[config.mk]
export PLATFORM = sky130hd
export DESIGN_NAME = ad_bus_arbiter_flat
export DESIGN_NICKNAME = d
export VERILOG_FILES = /design/src/rtl/ad_bus_arbiter_if.sv /design/src/rtl/ad_bus_arbiter.sv /design/src/flat_wrapper.sv
export SDC_FILE = /design/constraint.sdc
export NUM_CORES = 1
export LEC_CHECK = 0
export CORE_MARGIN = 10
export CORE_UTILIZATION = 35
export CTS_CLUSTER_SIZE = 12
export DETAILED_ROUTE_END_ITERATION = 6
export SLEW_MARGIN = 20
export SYNTH_ARGS = -nofsm -noshare
export SYNTH_HDL_FRONTEND = slang
export SYNTH_SLANG_ARGS = --single-unit
[constraint.sdc]
create_clock -name clk -period 2.5 [get_ports clk]
set_clock_uncertainty 0.2 [all_clocks]
set_input_delay 0.5 -clock clk [delete_from_list [all_inputs] [get_ports clk]]
set_output_delay 0.5 -clock clk [all_outputs]
set_load 0.01 [all_outputs]
[src/rtl/ad_bus_arbiter_if.sv]
// Wishbone-style single-master bus between the arbiter and the shared slave.
// The master modport is the arbiter side; the slave modport is the responding peripheral.
interface ad_bus_arbiter_if #(
   parameter int ADDR_WIDTH = 16,
   parameter int DATA_WIDTH = 16
);
   logic [ADDR_WIDTH-1:0] wb_adr_o;
   logic [DATA_WIDTH-1:0] wb_dat_o;
   logic [DATA_WIDTH-1:0] wb_dat_i;
   logic                  wb_we_o;
   logic                  wb_cyc_o;
   logic                  wb_stb_o;
   logic                  wb_ack_i;

   modport master (
      output wb_adr_o, wb_dat_o, wb_we_o, wb_cyc_o, wb_stb_o,
      input  wb_dat_i, wb_ack_i
   );

   modport slave (
      input  wb_adr_o, wb_dat_o, wb_we_o, wb_cyc_o, wb_stb_o,
      output wb_dat_i, wb_ack_i
   );
endinterface

[src/rtl/ad_bus_arbiter.sv]
// Two-requester round-robin arbiter onto one Wishbone-style bus: strobes land in
// per-requester pending slots, one bus cycle runs at a time with an ack timeout.
module ad_bus_arbiter #(
   parameter int ADDR_WIDTH = 16,
   parameter int DATA_WIDTH = 16,
   parameter int TIMEOUT    = 255
) (
   input  logic                  clk,
   input  logic                  rst,
   input  logic [ADDR_WIDTH-1:0] m0_addr,
   input  logic [DATA_WIDTH-1:0] m0_wdata,
   input  logic                  m0_wr,
   input  logic                  m0_rd,
   output logic [DATA_WIDTH-1:0] m0_rdata,
   output logic                  m0_done,
   output logic                  m0_err,
   output logic                  m0_overrun,
   input  logic [ADDR_WIDTH-1:0] m1_addr,
   input  logic [DATA_WIDTH-1:0] m1_wdata,
   input  logic                  m1_wr,
   input  logic                  m1_rd,
   output logic [DATA_WIDTH-1:0] m1_rdata,
   output logic                  m1_done,
   output logic                  m1_err,
   output logic                  m1_overrun,
   output logic                  grant_o,
   ad_bus_arbiter_if.master      wb
);

   typedef enum logic {
      ST_IDLE = 1'b0,
      ST_BUS  = 1'b1
   } state_t;

   localparam logic [7:0] TO_LAST = 8'(TIMEOUT - 1);

   state_t                         state_q, state_d;
   logic [7:0]                     cnt_q, cnt_d;
   logic                           grant_q, grant_d;
   logic [ADDR_WIDTH-1:0]          adr_q, adr_d;
   logic [DATA_WIDTH-1:0]          dat_q, dat_d;
   logic                           we_q, we_d;
   logic                           stb_q, stb_d;
   logic [1:0]                     valid_q, valid_d;
   logic [1:0][ADDR_WIDTH-1:0]     slot_addr_q, slot_addr_d;
   logic [1:0][DATA_WIDTH-1:0]     slot_wdata_q, slot_wdata_d;
   logic [1:0]                     slot_we_q, slot_we_d;
   logic [1:0][DATA_WIDTH-1:0]     rdata_q, rdata_d;
   logic [1:0]                     done_q, done_d;
   logic [1:0]                     err_q, err_d;
   logic [1:0]                     overrun_q, overrun_d;

   logic [1:0]                     req_stb_s;
   logic [1:0]                     req_wr_s;
   logic [1:0][ADDR_WIDTH-1:0]     req_addr_s;
   logic [1:0][DATA_WIDTH-1:0]     req_wdata_s;
   logic                           fin_s;
   logic                           tmo_s;
   logic                           sel_s;
   logic [1:0]                     clr_s;

   assign req_stb_s   = {m1_wr | m1_rd, m0_wr | m0_rd};
   assign req_wr_s    = {m1_wr, m0_wr};
   assign req_addr_s  = {m1_addr, m0_addr};
   assign req_wdata_s = {m1_wdata, m0_wdata};

   // Next-state logic for the bus FSM, the pending slots and all registered outputs.
   always_comb begin
      state_d      = state_q;
      cnt_d        = cnt_q;
      grant_d      = grant_q;
      adr_d        = adr_q;
      dat_d        = dat_q;
      we_d         = we_q;
      stb_d        = stb_q;
      valid_d      = valid_q;
      slot_addr_d  = slot_addr_q;
      slot_wdata_d = slot_wdata_q;
      slot_we_d    = slot_we_q;
      rdata_d      = rdata_q;
      done_d       = 2'b00;
      err_d        = 2'b00;
      overrun_d    = overrun_q;
      fin_s        = 1'b0;
      tmo_s        = 1'b0;
      sel_s        = grant_q;
      clr_s        = 2'b00;

      case (state_q)
         ST_IDLE: begin
            if (valid_q != 2'b00) begin
               // On a tie the requester that did not own the last cycle wins.
               if (valid_q == 2'b11) begin
                  sel_s = ~grant_q;
               end else begin
                  sel_s = valid_q[1];
               end
               grant_d = sel_s;
               adr_d   = slot_addr_q[sel_s];
               dat_d   = slot_wdata_q[sel_s];
               we_d    = slot_we_q[sel_s];
               stb_d   = 1'b1;
               cnt_d   = 8'd0;
               state_d = ST_BUS;
            end else begin
               state_d = ST_IDLE;
            end
         end
         ST_BUS: begin
            if (wb.wb_ack_i) begin
               fin_s = 1'b1;
               if (!we_q) begin
                  rdata_d[grant_q] = wb.wb_dat_i;
               end else begin
                  rdata_d[grant_q] = rdata_q[grant_q];
               end
            end else if (cnt_q == TO_LAST) begin
               fin_s = 1'b1;
               tmo_s = 1'b1;
               if (!we_q) begin
                  rdata_d[grant_q] = {DATA_WIDTH{1'b1}};
               end else begin
                  rdata_d[grant_q] = rdata_q[grant_q];
               end
            end else begin
               cnt_d = cnt_q + 8'd1;
            end
            if (fin_s) begin
               stb_d            = 1'b0;
               done_d[grant_q]  = 1'b1;
               err_d[grant_q]   = tmo_s;
               state_d          = ST_IDLE;
            end else begin
               state_d = ST_BUS;
            end
         end
         default: begin
            stb_d   = 1'b0;
            state_d = ST_IDLE;
         end
      endcase

      // A strobe arriving while the owning slot retires refills it instead of overrunning.
      for (int i = 0; i < 2; i++) begin
         clr_s[i] = fin_s && (grant_q == 1'(i));
         if (req_stb_s[i] && (!valid_q[i] || clr_s[i])) begin
            valid_d[i]      = 1'b1;
            slot_addr_d[i]  = req_addr_s[i];
            slot_wdata_d[i] = req_wdata_s[i];
            slot_we_d[i]    = req_wr_s[i];
         end else if (req_stb_s[i]) begin
            overrun_d[i] = 1'b1;
         end else if (clr_s[i]) begin
            valid_d[i] = 1'b0;
         end else begin
            valid_d[i] = valid_q[i];
         end
      end
   end

   // State and output registers with synchronous reset.
   always_ff @(posedge clk) begin
      if (rst) begin
         state_q      <= ST_IDLE;
         cnt_q        <= 8'd0;
         grant_q      <= 1'b1;
         adr_q        <= {ADDR_WIDTH{1'b0}};
         dat_q        <= {DATA_WIDTH{1'b0}};
         we_q         <= 1'b0;
         stb_q        <= 1'b0;
         valid_q      <= 2'b00;
         slot_addr_q  <= {(2*ADDR_WIDTH){1'b0}};
         slot_wdata_q <= {(2*DATA_WIDTH){1'b0}};
         slot_we_q    <= 2'b00;
         rdata_q      <= {(2*DATA_WIDTH){1'b0}};
         done_q       <= 2'b00;
         err_q        <= 2'b00;
         overrun_q    <= 2'b00;
      end else begin
         state_q      <= state_d;
         cnt_q        <= cnt_d;
         grant_q      <= grant_d;
         adr_q        <= adr_d;
         dat_q        <= dat_d;
         we_q         <= we_d;
         stb_q        <= stb_d;
         valid_q      <= valid_d;
         slot_addr_q  <= slot_addr_d;
         slot_wdata_q <= slot_wdata_d;
         slot_we_q    <= slot_we_d;
         rdata_q      <= rdata_d;
         done_q       <= done_d;
         err_q        <= err_d;
         overrun_q    <= overrun_d;
      end
   end

   assign wb.wb_adr_o = adr_q;
   assign wb.wb_dat_o = dat_q;
   assign wb.wb_we_o  = we_q;
   assign wb.wb_cyc_o = stb_q;
   assign wb.wb_stb_o = stb_q;
   assign grant_o     = grant_q;
   assign m0_rdata    = rdata_q[0];
   assign m1_rdata    = rdata_q[1];
   assign m0_done     = done_q[0];
   assign m1_done     = done_q[1];
   assign m0_err      = err_q[0];
   assign m1_err      = err_q[1];
   assign m0_overrun  = overrun_q[0];
   assign m1_overrun  = overrun_q[1];

endmodule

[src/flat_wrapper.sv]
// flat-port wrapper written by rule: the top's interface ports become plain ports
module ad_bus_arbiter_flat 
#(
   parameter int ADDR_WIDTH = 16,
   parameter int DATA_WIDTH = 16,
   parameter int TIMEOUT    = 255
)
  (clk, rst, m0_addr, m0_wdata, m0_wr, m0_rd, m0_rdata, m0_done, m0_err, m0_overrun, m1_addr, m1_wdata, m1_wr, m1_rd, m1_rdata, m1_done, m1_err, m1_overrun, grant_o, wb_wb_adr_o, wb_wb_dat_o, wb_wb_we_o, wb_wb_cyc_o, wb_wb_stb_o, wb_wb_dat_i, wb_wb_ack_i);
  ad_bus_arbiter_if #(.ADDR_WIDTH(ADDR_WIDTH), .DATA_WIDTH(DATA_WIDTH)) wb_i ();
  input  logic clk;
  input  logic rst;
  input  logic [ADDR_WIDTH-1:0] m0_addr;
  input  logic [DATA_WIDTH-1:0] m0_wdata;
  input  logic m0_wr;
  input  logic m0_rd;
  output logic [DATA_WIDTH-1:0] m0_rdata;
  output logic m0_done;
  output logic m0_err;
  output logic m0_overrun;
  input  logic [ADDR_WIDTH-1:0] m1_addr;
  input  logic [DATA_WIDTH-1:0] m1_wdata;
  input  logic m1_wr;
  input  logic m1_rd;
  output logic [DATA_WIDTH-1:0] m1_rdata;
  output logic m1_done;
  output logic m1_err;
  output logic m1_overrun;
  output logic grant_o;
  output wire logic [$bits(wb_i.wb_adr_o)-1:0] wb_wb_adr_o;
  output wire logic [$bits(wb_i.wb_dat_o)-1:0] wb_wb_dat_o;
  output wire logic [$bits(wb_i.wb_we_o)-1:0] wb_wb_we_o;
  output wire logic [$bits(wb_i.wb_cyc_o)-1:0] wb_wb_cyc_o;
  output wire logic [$bits(wb_i.wb_stb_o)-1:0] wb_wb_stb_o;
  input wire logic [$bits(wb_i.wb_dat_i)-1:0] wb_wb_dat_i;
  input wire logic [$bits(wb_i.wb_ack_i)-1:0] wb_wb_ack_i;
  assign wb_wb_adr_o = wb_i.wb_adr_o;
  assign wb_wb_dat_o = wb_i.wb_dat_o;
  assign wb_wb_we_o = wb_i.wb_we_o;
  assign wb_wb_cyc_o = wb_i.wb_cyc_o;
  assign wb_wb_stb_o = wb_i.wb_stb_o;
  assign wb_i.wb_dat_i = wb_wb_dat_i;
  assign wb_i.wb_ack_i = wb_wb_ack_i;
  ad_bus_arbiter #(.ADDR_WIDTH(ADDR_WIDTH), .DATA_WIDTH(DATA_WIDTH), .TIMEOUT(TIMEOUT)) u_core (.clk(clk), .rst(rst), .m0_addr(m0_addr), .m0_wdata(m0_wdata), .m0_wr(m0_wr), .m0_rd(m0_rd), .m0_rdata(m0_rdata), .m0_done(m0_done), .m0_err(m0_err), .m0_overrun(m0_overrun), .m1_addr(m1_addr), .m1_wdata(m1_wdata), .m1_wr(m1_wr), .m1_rd(m1_rd), .m1_rdata(m1_rdata), .m1_done(m1_done), .m1_err(m1_err), .m1_overrun(m1_overrun), .grant_o(grant_o), .wb(wb_i));
endmodule
==> impl_metrics.csv <==
group,metric,value,unit
drt,via_per_inst,4.890,
layout,drive_above_1_share,7.682,%
placed_design,port_buffers,160,
synthesis,avgSynthCellArea,9.657,µm²
timing,slew_headroom,53.93,%
global_route,grt_use_total,14.68,%
timing,finalCritPeriodShare,90.07,%
drt,wire_per_inst,16.45,µm
flow_run,cap_viol_max_count,0,
timing,hold_viol_final,0,
global_route,grt_pass1_wl,26880,µm
drt,routed-via-count,4895,
critical_path,path_buf_inv,1,
synthesis,synth_seq_area_share,49.83,%
cts,clock_latency,0.42,ns
synthesis,ys.flop_type,"dfxtp_1",
die,fp-row-count,47,
critical_path,critPathMaxStageDelay,0.63,ns
placed_design,gp_congestion,0.7780,
cts,cts_tree,"built",
global_route,grt_pass1_vias,5195,
critical_path,crit_required,1.80,ns
cts,cts.clk_slew.worst_paths,0.06,ns
die,die_w,151.2,µm
die,die_area,22860,µm²
timing,layout_setup_ws,0.2483,ns
cts,root_buffer,"clkbuf_16",
synthesis,synth_nets,713,
cts,cts_buffers,17,
layout,nFillCells,1544,
power,leakagePower,3.363,nW
drt,dr.pass1.iters,5,
power,ir_drop,0.0004748,V
synthesis,synthArstFlopShare,0,%
timing,tightest_slew,0.6911,ns
power,total_power,0.006276,W
critical_path,worstPathArrival,1.55,ns
critical_path,critPathCaptureType,"output port",
global_route,grt_max_degree,130,
critical_path,r2r_slack,0.39,ns
die,start_util,36.08,%
run_status,status,"finished clean",
cts,clock_sinks,150,
die,core_area,16700,µm²
critical_path,path_delay_family,"buffers and inverters",
placed_design,hpwl,11460,µm
timing,min_period,2.252,ns
placed_design,place_ws,-0.1312,ns
timing,max_freq,444.1,MHz
synthesis,synth_cells,624,
drt,drtIter0Drc,217,
synthesis,yosys_warnings,0,
timing,slew_violations,0,
synthesis,synth_edf_count,0,
cts,cts_hold_buf,0,
critical_path,crit_path_max_fanout,6,
critical_path,cpMaxStageDelayCell,"clkdlybuf4s50_1",
power,power_density,739.5,nW/µm²
synthesis,synth-seq-cells,150,
synthesis,syn-cell-area,6026,µm²
drt,routed_wl,16460,µm
timing,rsz0062_at_grt,"false",
worst_hold_path,worstHoldPathType,"flip-flop to flip-flop",
critical_path,cp_cell_sequence,"clkdlybuf4s50_1",
critical_path,start_kind,"flip-flop",
layout,insertedDiodeCount,0,
die,ioPinCount,161,
drt,ant_nets,0,
cts,h-tree-depth,4,
critical_path,path_class,"flip-flop to output port",
timing,setup_violations,0,
global_route,gr-total-overflow,0,
cts,cts.path.max_buffers,2,
die,die_y,151.2,µm
drt,drc,0,
layout,fin_nets,857,
global_route,antenna_found_initial,0,
layout,layout-area-overhead-vs-synth,40.84,%
synthesis,synth_cell_types,43,
timing repair:
item,in CTS,in global routing
setup buffers,0,0
resized for setup,0,1
endpoints found under the setup margin,0,1
path summary, 6_finish.rpt:
check,cells past startpoint,from,endpoint
max,1,u_core.wb.wb_we_o$_SDFFE_PP0P_,wb_wb_we_o
min,2,u_core.overrun_q[0]$_SDFFE_PP0P_,u_core.overrun_q[0]$_SDFFE_PP0P_
max reg2reg,7,u_core.cnt_q[0]$_SDFFE_PP0P_,u_core.slot_wdata_q[2]$_SDFFE_PP0P_
min reg2reg,2,u_core.overrun_q[0]$_SDFFE_PP0P_,u_core.overrun_q[0]$_SDFFE_PP0P_
cells in the mapped netlist (2+ instances only):
master | number | area (µm²)
a21oi_1 | 7 | 35.03
buf_6 | 5 | 56.30
inv_1 | 4 | 15.01
nor2_1 | 42 | 157.7
clkbuf_1 | 30 | 112.6
nand2_1 | 136 | 510.5
and3_1 | 2 | 12.51
or3_1 | 4 | 25.02
o21ai_0 | 6 | 30.03
nand4_1 | 2 | 12.51
a22o_1 | 32 | 280.3
nor4_4 | 2 | 42.54
nand3_1 | 3 | 15.01
nor3_1 | 4 | 20.02
or4_1 | 2 | 15.01
dfxtp_1 | 150 | 3003
buf_2 | 11 | 55.05
o2111ai_1 | 2 | 17.52
nor2b_1 | 2 | 12.51
nand2b_1 | 19 | 118.9
a32o_1 | 2 | 20.02
a211oi_1 | 33 | 247.7
o31ai_1 | 3 | 22.52
or2_2 | 2 | 12.51
ha_1 | 2 | 25.02
o31a_1 | 2 | 17.52
nor4_1 | 2 | 12.51
o211ai_1 | 2 | 15.01
mux2i_1 | 97 | 970.9
layout by cell type, fill, tap and decap left out, drive strengths merged, types with 3 or more instances in the layout:
cell | synthesis | final
a211oi | 33 | 33
a21oi | 7 | 7
a22o | 32 | 32
buf | 18 | 14
bufinv | 0 | 3
clkbuf | 30 | 19
clkdlybuf4s50 | 0 | 159
clkinv | 0 | 6
dfxtp | 150 | 150
inv | 4 | 6
mux2i | 97 | 97
nand2 | 136 | 136
nand2b | 19 | 19
nand3 | 3 | 3
nand4 | 4 | 4
nor2 | 42 | 42
nor3 | 4 | 4
nor4 | 4 | 4
o21ai | 7 | 7
o31ai | 3 | 3
or2 | 3 | 3
or3 | 4 | 4
area by class of cell:
| type | instances | area (µm²) | share of cell area [%] |
|---|---|---|---|
| clock buffer | 19 | 452.9 | 5.337 |
| clock inverter | 13 | 171.4 | 2.020 |
| tap | 220 | 275.3 | 3.243 |
| timing repair buffer | 173 | 1769 | 20.85 |
| multi-input combinational | 422 | 2796 | 32.95 |
| inverter | 4 | 17.52 | 0.2064 |
| sequential | 150 | 3004 | 35.40 |
per-stage QoR:
stage	cells	utilization (%)	hold slack, ns	cell area, µm²	TNS, ns
after floorplan	624	-	0.2373	6026	0
after global placement	969	47.06	0.2432	7859	-0.4043
after detailed placement	969	47.06	0.2510	7859	-1.752
after CTS	1001	50.79	0.2567	8483	0
after global routing	1001	50.82	0.2773	8487	0
final	1001	50.82	0.2565	8487	0
worst register-to-register path, stage by stage (launching register included):
cell	delay (ns)
dfxtp_1	0.35
inv_1	0.09
ha_1	0.19
nand4_2	0.18
o21a_4	0.29
o31a_2	0.32
buf_12	0.20
mux2i_1	0.18
power breakdown:
group	internal, W	switching (W)	total, W
Clock	0.00163	0.00102	0.00265
Sequential	0.00257	0.000112	0.00268
Combinational	0.000503	0.000438	0.000941
Total	0.00471	0.00157	0.00628
cell families (layout without fill, tap and decap cells):
group	count (synthesis)	after routing	synth area share, %
adders and majority gates	2	2	0.4152
buffers and inverters	52	209	4.153
muxes	97	97	16.11
AOI/OAI and AO/OA	96	96	12.48
DFF	150	150	49.83
and+or+nand+nor	226	226	16.86
xor gates and xnor gates	1	1	0.1454
sequential cells by signal (all words and copies together) (netlist names):
name	flops
u_core.cnt_q	8
u_core.done_q	2
u_core.err_q	2
u_core.grant_o	1
u_core.m0_rdata	16
u_core.m1_rdata	16
u_core.overrun_q	2
u_core.slot_addr_q	32
u_core.slot_wdata_q	32
u_core.slot_we_q	2
u_core.state_q	1
u_core.valid_q	2
u_core.wb.wb_adr_o	16
u_core.wb.wb_cyc_o	1
u_core.wb.wb_dat_o	16
u_core.wb.wb_we_o	1
per-layer routing:
layer	global-route usage [%]	part of all wire, %	vias to the layer above
met3	5.609	7.3	6
met5	0	0	-
met2	22.75	45	140
met4	4.042	0.47	0
li1	-	-	2465
met1	18.62	47	2284
Power figures use the tool's default switching activity.
